**src/rtl/mem_stage_pkg.sv**
```systemverilog
// Shared definitions for the memory stage: FSM state encodings, the default
// wait timeout and the access-legality check.
// No ports (package).
package mem_stage_pkg;

  // FSM states of the memory stage
  typedef enum logic [1:0] {
    ST_IDLE = 2'd0,
    ST_WAIT = 2'd1,
    ST_ERR  = 2'd2
  } state_e;

  // Default number of WAIT cycles tolerated without an acknowledge
  localparam int DEF_TIMEOUT = 15;

  // An access is illegal when it is both a load and a store, or when a
  // memory op targets an odd (non-word-aligned) byte address.
  function automatic logic is_illegal(input logic rd, input logic wr, input logic addr0);
    return (rd & wr) | ((rd | wr) & addr0);
  endfunction

endpackage

```
**src/rtl/mem_wb_reg.sv**
```systemverilog
// MEM/WB pipeline register feeding the writeback stage.
// Ports:
//   clk, rst_n      clock, synchronous active-low reset (clears every field)
//   load_i          capture alu_result/mem_to_reg/reg_write/hlt/dst_reg
//   bubble_i        when not loading, clear reg_write and hlt (others hold)
//   mem_load_i      capture mem_data_i (load data); otherwise mem_data holds
//   *_i             field inputs
//   *_o             registered field outputs
module mem_wb_reg #(
  parameter int DW = 16,
  parameter int RW = 4
) (
  input  logic          clk,
  input  logic          rst_n,
  input  logic          load_i,
  input  logic          bubble_i,
  input  logic          mem_load_i,
  input  logic [DW-1:0] alu_result_i,
  input  logic [DW-1:0] mem_data_i,
  input  logic          mem_to_reg_i,
  input  logic          reg_write_i,
  input  logic          hlt_i,
  input  logic [RW-1:0] dst_reg_i,
  output logic [DW-1:0] alu_result_o,
  output logic [DW-1:0] mem_data_o,
  output logic          mem_to_reg_o,
  output logic          reg_write_o,
  output logic          hlt_o,
  output logic [RW-1:0] dst_reg_o
);

  // Field register: a bubble only kills the side-effecting bits so that the
  // remaining fields keep their last value.
  always_ff @(posedge clk) begin
    if (!rst_n) begin
      alu_result_o <= '0;
      mem_data_o   <= '0;
      mem_to_reg_o <= 1'b0;
      reg_write_o  <= 1'b0;
      hlt_o        <= 1'b0;
      dst_reg_o    <= '0;
    end else begin
      if (load_i) begin
        alu_result_o <= alu_result_i;
        mem_to_reg_o <= mem_to_reg_i;
        reg_write_o  <= reg_write_i;
        hlt_o        <= hlt_i;
        dst_reg_o    <= dst_reg_i;
      end else if (bubble_i) begin
        reg_write_o  <= 1'b0;
        hlt_o        <= 1'b0;
      end
      if (mem_load_i) begin
        mem_data_o <= mem_data_i;
      end
    end
  end

endmodule

```
**src/rtl/mem_stage.sv**
```systemverilog
// Memory stage: issues loads/stores from the EX/MEM fields to a variable
// latency memory (req/ack), stalls upstream while an access is pending and
// registers the results into the MEM/WB fields. Misaligned/illegal accesses
// and timeouts park the stage in a sticky error state until reset.
// Ports:
//   clk, rst_n                 clock, synchronous active-low reset
//   ex_*                       EX/MEM fields (address/ALU result, store data, controls, dst)
//   mem_req/we/addr/wdata      memory request side (combinational)
//   mem_rdata, mem_ack         memory response (ack is a one-cycle pulse)
//   stall_mem                  hold upstream pipeline this cycle
//   mem_err                    sticky error flag
//   wb_*                       registered MEM/WB fields
module mem_stage
  import mem_stage_pkg::*;
#(
  parameter int DW      = 16,
  parameter int RW      = 4,
  parameter int TIMEOUT = DEF_TIMEOUT,
  parameter int CW      = 4
) (
  input  logic          clk,
  input  logic          rst_n,
  input  logic [DW-1:0] ex_alu_result,
  input  logic [DW-1:0] ex_sw_data,
  input  logic          ex_mem_read,
  input  logic          ex_mem_write,
  input  logic          ex_mem_to_reg,
  input  logic          ex_reg_write,
  input  logic          ex_hlt,
  input  logic [RW-1:0] ex_dst_reg,
  output logic          mem_req,
  output logic          mem_we,
  output logic [DW-1:0] mem_addr,
  output logic [DW-1:0] mem_wdata,
  input  logic [DW-1:0] mem_rdata,
  input  logic          mem_ack,
  output logic          stall_mem,
  output logic          mem_err,
  output logic [DW-1:0] wb_alu_result,
  output logic [DW-1:0] wb_mem_data,
  output logic          wb_mem_to_reg,
  output logic          wb_reg_write,
  output logic          wb_hlt,
  output logic [RW-1:0] wb_dst_reg
);

  localparam logic [CW-1:0] TIMEOUT_C = CW'(TIMEOUT);

  state_e        state_q, state_d;
  logic [CW-1:0] cnt_q, cnt_d;
  logic          mem_err_q;

  // Copy of the in-flight instruction, so ex_* may change while we wait
  logic [DW-1:0] lat_addr_q, lat_addr_d;
  logic [DW-1:0] lat_wdata_q, lat_wdata_d;
  logic          lat_we_q, lat_we_d;
  logic          lat_rd_q, lat_rd_d;
  logic          lat_m2r_q, lat_m2r_d;
  logic          lat_rw_q, lat_rw_d;
  logic          lat_hlt_q, lat_hlt_d;
  logic [RW-1:0] lat_dst_q, lat_dst_d;

  logic          mem_op_s, illegal_s;
  logic          req_s, we_s, stall_s;
  logic          wb_load_s, wb_bubble_s, wb_mem_load_s;
  logic [DW-1:0] src_alu_s;
  logic          src_m2r_s, src_rw_s, src_hlt_s;
  logic [RW-1:0] src_dst_s;

  assign mem_op_s  = ex_mem_read | ex_mem_write;
  assign illegal_s = is_illegal(ex_mem_read, ex_mem_write, ex_alu_result[0]);

  // Request-side controls are killed during reset so a pending access is dropped at once
  assign mem_req   = req_s   & rst_n;
  assign mem_we    = we_s    & rst_n;
  assign stall_mem = stall_s & rst_n;
  assign mem_err   = mem_err_q;

  // Next-state, request and writeback-control logic
  always_comb begin
    state_d       = state_q;
    cnt_d         = cnt_q;
    lat_addr_d    = lat_addr_q;
    lat_wdata_d   = lat_wdata_q;
    lat_we_d      = lat_we_q;
    lat_rd_d      = lat_rd_q;
    lat_m2r_d     = lat_m2r_q;
    lat_rw_d      = lat_rw_q;
    lat_hlt_d     = lat_hlt_q;
    lat_dst_d     = lat_dst_q;
    req_s         = 1'b0;
    we_s          = 1'b0;
    stall_s       = 1'b0;
    mem_addr      = lat_addr_q;
    mem_wdata     = lat_wdata_q;
    wb_load_s     = 1'b0;
    wb_bubble_s   = 1'b0;
    wb_mem_load_s = 1'b0;
    src_alu_s     = ex_alu_result;
    src_m2r_s     = ex_mem_to_reg;
    src_rw_s      = ex_reg_write;
    src_hlt_s     = ex_hlt;
    src_dst_s     = ex_dst_reg;

    case (state_q)
      ST_IDLE: begin
        if (illegal_s) begin
          // Never issue an illegal access; freeze the pipeline in ERR
          stall_s     = 1'b1;
          wb_bubble_s = 1'b1;
          state_d     = ST_ERR;
        end else if (mem_op_s) begin
          req_s     = 1'b1;
          we_s      = ex_mem_write;
          mem_addr  = ex_alu_result;
          mem_wdata = ex_sw_data;
          if (mem_ack) begin
            wb_load_s     = 1'b1;
            wb_mem_load_s = ex_mem_read;
          end else begin
            stall_s     = 1'b1;
            wb_bubble_s = 1'b1;
            lat_addr_d  = ex_alu_result;
            lat_wdata_d = ex_sw_data;
            lat_we_d    = ex_mem_write;
            lat_rd_d    = ex_mem_read;
            lat_m2r_d   = ex_mem_to_reg;
            lat_rw_d    = ex_reg_write;
            lat_hlt_d   = ex_hlt;
            lat_dst_d   = ex_dst_reg;
            cnt_d       = '0;
            state_d     = ST_WAIT;
          end
        end else begin
          wb_load_s = 1'b1;
        end
      end
      ST_WAIT: begin
        req_s     = 1'b1;
        we_s      = lat_we_q;
        src_alu_s = lat_addr_q;
        src_m2r_s = lat_m2r_q;
        src_rw_s  = lat_rw_q;
        src_hlt_s = lat_hlt_q;
        src_dst_s = lat_dst_q;
        if (mem_ack) begin
          wb_load_s     = 1'b1;
          wb_mem_load_s = lat_rd_q;
          state_d       = ST_IDLE;
        end else begin
          stall_s     = 1'b1;
          wb_bubble_s = 1'b1;
          cnt_d       = cnt_q + CW'(1'b1);
          // counter counts completed WAIT cycles; hitting TIMEOUT means no more waiting
          if (cnt_d == TIMEOUT_C) begin
            state_d = ST_ERR;
          end else begin
            state_d = ST_WAIT;
          end
        end
      end
      ST_ERR: begin
        stall_s     = 1'b1;
        wb_bubble_s = 1'b1;
      end
      default: begin
        wb_bubble_s = 1'b1;
        state_d     = ST_IDLE;
      end
    endcase
  end

  // State, counter, error flag and in-flight latch registers
  always_ff @(posedge clk) begin
    if (!rst_n) begin
      state_q     <= ST_IDLE;
      cnt_q       <= '0;
      mem_err_q   <= 1'b0;
      lat_addr_q  <= '0;
      lat_wdata_q <= '0;
      lat_we_q    <= 1'b0;
      lat_rd_q    <= 1'b0;
      lat_m2r_q   <= 1'b0;
      lat_rw_q    <= 1'b0;
      lat_hlt_q   <= 1'b0;
      lat_dst_q   <= '0;
    end else begin
      state_q     <= state_d;
      cnt_q       <= cnt_d;
      mem_err_q   <= (state_d == ST_ERR);
      lat_addr_q  <= lat_addr_d;
      lat_wdata_q <= lat_wdata_d;
      lat_we_q    <= lat_we_d;
      lat_rd_q    <= lat_rd_d;
      lat_m2r_q   <= lat_m2r_d;
      lat_rw_q    <= lat_rw_d;
      lat_hlt_q   <= lat_hlt_d;
      lat_dst_q   <= lat_dst_d;
    end
  end

  mem_wb_reg #(
    .DW(DW),
    .RW(RW)
  ) u_wb (
    .clk          (clk),
    .rst_n        (rst_n),
    .load_i       (wb_load_s),
    .bubble_i     (wb_bubble_s),
    .mem_load_i   (wb_mem_load_s),
    .alu_result_i (src_alu_s),
    .mem_data_i   (mem_rdata),
    .mem_to_reg_i (src_m2r_s),
    .reg_write_i  (src_rw_s),
    .hlt_i        (src_hlt_s),
    .dst_reg_i    (src_dst_s),
    .alu_result_o (wb_alu_result),
    .mem_data_o   (wb_mem_data),
    .mem_to_reg_o (wb_mem_to_reg),
    .reg_write_o  (wb_reg_write),
    .hlt_o        (wb_hlt),
    .dst_reg_o    (wb_dst_reg)
  );

endmodule

```
**config.mk**
```make
export PLATFORM = sky130hd
export DESIGN_NAME = mem_stage
export DESIGN_NICKNAME = d
export VERILOG_FILES = /design/src/rtl/mem_stage_pkg.sv /design/src/rtl/mem_wb_reg.sv /design/src/rtl/mem_stage.sv
export SDC_FILE = /design/constraint.sdc
export NUM_CORES = 1
export LEC_CHECK = 0
export ABC_AREA = 0
export BUFFER_PORTS_ARGS = -buffer_cell sky130_fd_sc_hd__clkbuf_2
export CAP_MARGIN = 40
export CORE_MARGIN = 2
export CORE_UTILIZATION = 30
export CTS_CLUSTER_SIZE = 24
export DETAILED_ROUTE_END_ITERATION = 6
export MAX_ROUTING_LAYER = met4
export PLACE_DENSITY = 0.57
export SKIP_LAST_GASP = 1
export SLEW_MARGIN = 20
export SYNTH_ARGS = -nofsm -noshare
export SYNTH_HDL_FRONTEND = slang
export SYNTH_SLANG_ARGS = --single-unit
```
**constraint.sdc**
```tcl
create_clock -name clk -period 3.2 [get_ports clk]
set_input_delay 0.64 -clock clk [delete_from_list [all_inputs] [get_ports clk]]
set_output_delay 0.64 -clock clk [all_outputs]
set_load 0.05 [all_outputs]
```
==> impl_metrics.toml, run 1 <==
[run_status]
outcome = "complete, no violations"

[route]
num_vias = 3324
drtPass1Iterations = 4
routedWlPerCell_um = 13.1
finalWirelength_mm = 9.47
viasPerCell = 4.59
drt_iter0_markers = 136
drc = 0
postRouteAntennaNets = 0

[layout]
final_cell_mix = "133 x clkbuf_2, 87 x dfxtp_1, 85 x nand2_1"
syn_to_final_growth_pct = 28.2
final_common_cell = "clkbuf_2"
finalNonFillerCells = 724
num_antenna_cells = 0
layout-drive-gt1-share_pct = 35.9
nNetsFinal = 609
final_core_util_pct = 39.3

[die]
io_pins = 135
row_count = 41
start_util_pct = 30.7
fp.dieW_um = 117
die_area_um2 = 13800
die_height_um = 117
core-area_um2 = 12600

[yosys]
synth_mux_area_share_pct = 19.2
ys_seq_area_share_pct = 45.2
synth_top_family_by_area = "multiplexers"
synth_edf_count = 0
ys.flop_type = "dfxtp_1"
synthAdderAreaFrac_pct = 0.909
async_flop_share_pct = 0
synth_compound_area_share_pct = 13.3
ys_ff_latch = 87
synth_cell_types = 38
synth_xor_area_share_pct = 0.227
synth_area_um2 = 3850
synth_area_per_cell_um2 = 9.05
syn-num-nets = 488
synth_warnings = 0
syn_inst = 426
synth-simple-area-share_pct = 15.8

[grt]
gr-total-overflow = 0
grt_pass1_vias = 3193
grt_antenna_before_repair = 0
grt_max_degree = 67
grt_pass1_wl_mm = 15.5
grt_use_total_pct = 14.3

[clocking]
clk_path_buf_depth = 2
htreeDepth = 3
cts_root_buffer = "clkbuf_16"
cts_tree = "done"
holdBufCountCts = 0
cts_buffers = 9
post-cts-setup-buffers = 0
clock-sinks = 87
cts-resized-gates = 0
clkLatencyLatePin_ps = 340
clkSlewWorstSetupHoldPaths_ps = 60

[sta]
worst_slew_pin_slew_ps = 738
fmax_ghz = 0.380
hold-worst-slack_ps = 453
setup-tns-final_ps = 0
setup_violations = 0
hold_viol = 0
slew_headroom_pct = 50.8
drv_slew = 0
post-route-period-util_pct = 82.1
clock_skew_ps = 3.23
period_needed_ps = 2630
rsz0062_at_grt = "false"

[power_and_ir_drop]
power.density_nw_per_um2 = 561
p_total_w = 0.00277
ir_drop_mv = 0.191
p_leak_nw = 2.21

[setup_path]
required_ps = 2560
r2r_slack_ps = 1110
arrival_ps = 1990
critical_path_peak_fanout = 15
startpoint_type = "flip-flop"
cp-end-kind = "output port"
criticalPathCategory = "reg -> out"

[place]
dpl.hpwl_mm = 6.61
gp_congestion = 0.742
dp_cells = 708
numPortBuffers = 134

[flow_run]
max_cap_violations = 0

[worst_hold_path]
hold_class = "reg -> reg"
## sequential cells by signal (all words and copies together), names as in the netlist
signal and count:
u_wb.dst_reg_o 4, u_wb.hlt_o 1, lat_rw_q 1, mem_err 1, state_q 2, lat_addr_q 16, lat_we_q 1, u_wb.alu_result_o 16
lat_hlt_q 1, cnt_q 4, u_wb.mem_data_o 16, lat_wdata_q 16, lat_dst_q 4, lat_rd_q 1, lat_m2r_q 1, u_wb.mem_to_reg_o 1
u_wb.reg_write_o 1
## cells by family (layout without fill, tap and decap cells)
family | count (synthesis) | in the layout
adder cells (fa/ha/maj) | 3 | 3
buffers and inverters | 37 | 163
AO/OA/AOI/OAI | 81 | 81
AND/OR/NAND/NOR | 147 | 147
XOR/XNOR | 1 | 1
multiplexers | 70 | 70
flip-flops | 87 | 87
## power breakdown
group / leakage, nW / internal [W] / switching, W / total, W
Clock: 0.146 / 0.000622 / 0.000413 / 0.00104
Combinational: 1.36 / 0.000165 / 0.000402 / 0.000567
Sequential: 0.708 / 0.00114 / 0.0000319 / 0.00117
## final cells by class
class / count / area, µm²
tap: 172 / 215
clock inverter: 4 / 45.0
multi-input combinational: 302 / 1920
inverter: 4 / 15.0
sequential: 87 / 1740
fill: 1262 / 7630
clock buffer: 12 / 246
timing repair buffer: 143 / 753
## per-stage QoR
step / setup WS [ps] / cell area (µm²)
floorplan: 183 / 3860
global placement: 630 / 4650
detailed placement: 615 / 4650
CTS: 549 / 4940
global route: 459 / 4940
finish: 571 / 4940
## worst paths after layout
kind                                                 from                                 end  depth (start not counted)
worst min-delay path            lat_dst_q[0]$_SDFFE_PN0P_           lat_dst_q[0]$_SDFFE_PN0P_                          2
worst max-delay path                state_q[1]$_SDFF_PN0_                        mem_wdata[2]                          5
worst min register to register  lat_dst_q[0]$_SDFFE_PN0P_           lat_dst_q[0]$_SDFFE_PN0P_                          2
worst max register to register      state_q[0]$_SDFF_PN0_  u_wb.alu_result_o[14]$_SDFFE_PN0P_                          5
## synth_stat cells, types with 2 or more instances
master	n	share of area [%]
a211oi_1	23	4.5
a21oi_1	43	5.6
a31oi_1	2	0.32
and2_1	3	0.49
buf_1	4	0.39
buf_12	2	1.0
buf_2	5	0.65
buf_4	2	0.39
buf_6	2	0.58
clkbuf_1	17	1.7
dfxtp_1	87	45
ha_1	2	0.65
inv_1	4	0.39
mux2_2	31	9.1
mux2i_1	39	10
nand2_1	85	8.3
nand2b_1	3	0.49
nor2_1	43	4.2
nor3_1	3	0.39
nor4b_1	2	0.45
o21ai_0	5	0.65
o32ai_1	2	0.45
or3_1	2	0.32
## critical path: stages (launching register included)
cell and delay [ps]:
dfxtp_1 590, nor3_1 80, nand2_1 100, buf_4 250, mux2_2 370, clkbuf_2 240
## routing by layer
layer	track usage (%)	part of all wire, %	wire [µm]	vias to the layer above
li1	-	-	-	1727
met1	17.4	47	4430	1485
met2	22.5	46	4320	99
met3	3.55	5.7	540	13
met4	6.10	1.8	174	0
met5	-	0	0	-
(Power assumes the default switching activity.)
==> run 2: changes to the inputs <==
Settings changed: PLACE_DENSITY 0.57 to 0.59.
Clock period 3.2 ns to 2.15 ns, I/O delays scaled along.
==> run 2 against run 1 <==
  * Sequential power is 48% higher
  * Via count is 2.8% higher
  * Combinational power is 64% higher
  * Worst setup slack worse by 550 ps
  * Sequential share of layout area is 2.0 points lower
  * Utilization is 2.4 points higher
  * Clock skew is 1.3 ps higher
  * Non-clock buffer count is 10 higher
  * Global-route usage is 0.96 points higher
==> impl_metrics.toml, run 2 (synthesized netlist as in run 1, its figures left out) <==
[route]
num_vias = 3417
viasPerCell = 4.66
routedWlPerCell_um = 13.7
drc = 0
drt_iter0_markers = 114
finalWirelength_mm = 10.0
drtPass1Iterations = 4
postRouteAntennaNets = 0

[setup_path]
cp-endpoint = "stall_mem"
cp-end-kind = "output port"
arrival_ps = 1700
required_ps = 1720
critical_path_peak_fanout = 3
r2r-start = "state_q[0]$_SDFF_PN0_"
reg2reg_to = "u_wb.mem_data_o[2]$_SDFFE_PN0P_"
startpoint = "state_q[0]$_SDFF_PN0_"
r2r_slack_ps = 250
criticalPathCategory = "reg -> out"
startpoint_type = "flip-flop"
rr_worst_depth = 6

[power_and_ir_drop]
ir_drop_mv = 0.432
internal_power_w = 0.00307
switching_share_pct = 29.8
pwr-share-comb_pct = 21.2
power.share.clock_pct = 39.2
p_leak_nw = 2.33
p_total_w = 0.00438
p_switching_w = 0.00131
power.density_nw_per_um2 = 835
seqPwrFrac_pct = 39.6

[clocking]
clkLatencyLatePin_ps = 340
cts_root_buffer = "clkbuf_16"
cts_buffers = 9
cts_tree = "done"
clkSlewWorstSetupHoldPaths_ps = 60
clk_path_buf_depth = 2
clock-sinks = 87
htreeDepth = 3

[sta]
worst_slew_pin_slew_ps = 592
setup_violations = 0
clock_skew_ps = 4.52
period_needed_ps = 2130
finalWorstSetupSlack_ps = 23.3
drv_slew = 0
post-route-period-util_pct = 98.9
fmax_ghz = 0.470
slew_headroom_pct = 60.5
rsz0062_at_grt = "true"
hold_viol = 0

[place]
place_ws_ps = 18.7
dpl.hpwl_mm = 6.85
numPortBuffers = 134
gp_congestion = 0.736

[layout]
syn_to_final_growth_pct = 36.1
final_common_cell = "clkbuf_2"
num_antenna_cells = 0
nNetsFinal = 619
final_cell_mix = "100 x clkbuf_2, 86 x dfxtp_1, 84 x nand2_1"
layout-drive-gt1-share_pct = 38.3

[grt]
gr-total-overflow = 0
grt_max_degree = 57
grt_antenna_before_repair = 0
grt_pass1_wl_mm = 16.5
grt_pass1_vias = 3341
grt_use_total_pct = 15.2

[die]
fp.dieW_um = 117
die_height_um = 117
start_util_pct = 30.7
row_count = 41
io_pins = 135
die_area_um2 = 13800
core-area_um2 = 12600

[run_status]
outcome = "complete, no violations"

[flow_run]
max_cap_violations = 0

[worst_hold_path]
hold_class = "in -> reg"
-- run 2: cell types whose count changed in the layout (fill, tap and decap cells not counted), moves of 4 or more --
cell,delta
clkbuf_2,-33
clkbuf_4,+20
buf_4,+16
buf_12,+4
-- run 2: worst max-delay path, stage by stage (launching register included) --
cell      delay, ps
dfxtp_1         330
or4_2           650
o211ai_4        140
a211oi_2         60
clkbuf_8        180
-- run 2: timing repair --
item | CTS | global route
endpoints found under the setup margin | 33 | 34
buffers inserted | 0 | 0
pin swaps | 0 | 1
resized for setup | 34 | 19
hold buffers | 0 | 0
gates cloned | 0 | 1
-- run 2: through the flow --
| stage | hold slack, ps | area (µm²) | instances | util [%] | TNS, ps |
|---|---|---|---|---|---|
| 2_1_floorplan | 433 | 3870 | 426 | - | -170 |
| 3_5_place_dp | 446 | 4780 | 717 | 38.0 | 0 |
| 6_report | 320 | 5250 | 734 | 41.7 | 0 |
| 5_1_grt | 315 | 5250 | 734 | 41.7 | -1290 |
| 4_1_cts | 300 | 5200 | 733 | 41.4 | -422 |
| 3_3_place_gp | 438 | 4780 | 717 | 38.0 | 0 |
-- run 2: power by group through the flow --
stage	Sequential [W]	Clock, W	Combinational [W]
4_1_cts	0.00173	0.00177	0.000922
5_1_grt	0.00174	0.00184	0.000992
3_5_place_dp	0.00177	0	0.000894
2_1_floorplan	0.00194	0	0.000469
6_report	0.00173	0.00172	0.000928
3_3_place_gp	0.00177	0	0.000887
-- run 2: area by class of cell --
class	instances	area [µm²]
Fill cell	1264	7320
Timing Repair Buffer	153	988
Inverter	4	15.0
Clock buffer	11	253
Tap cell	172	215
Multi-Input combinational cell	302	1950
Sequential cell	87	1750
Clock inverter	5	80.1
-- run 2: worst min path at each step --
stage,startpoint,endpoint,slack [ps],cells past startpoint
final,ex_sw_data[2],lat_wdata_q[2]$_SDFFE_PN0P_,320,3
after global placement,lat_wdata_q[15]$_SDFFE_PN0P_,lat_wdata_q[15]$_SDFFE_PN0P_,440,2
after detailed placement,lat_wdata_q[15]$_SDFFE_PN0P_,lat_wdata_q[15]$_SDFFE_PN0P_,450,2
after floorplan,lat_wdata_q[0]$_SDFFE_PN0P_,lat_wdata_q[0]$_SDFFE_PN0P_,430,2
after CTS,ex_sw_data[12],lat_wdata_q[12]$_SDFFE_PN0P_,300,3
after global routing,ex_sw_data[2],lat_wdata_q[2]$_SDFFE_PN0P_,320,3
-- run 2: metal layers --
layer / vias to the layer above / share of wire [%] / wire length (µm) / global-route usage (%)
met2: 103 / 45 / 4560 / 24.1
met1: 1571 / 48 / 4840 / 19.2
met5: - / 0 / 0 / -
li1: 1733 / - / - / -
met4: 0 / 1.4 / 143 / 5.65
met3: 10 / 4.9 / 488 / 3.21
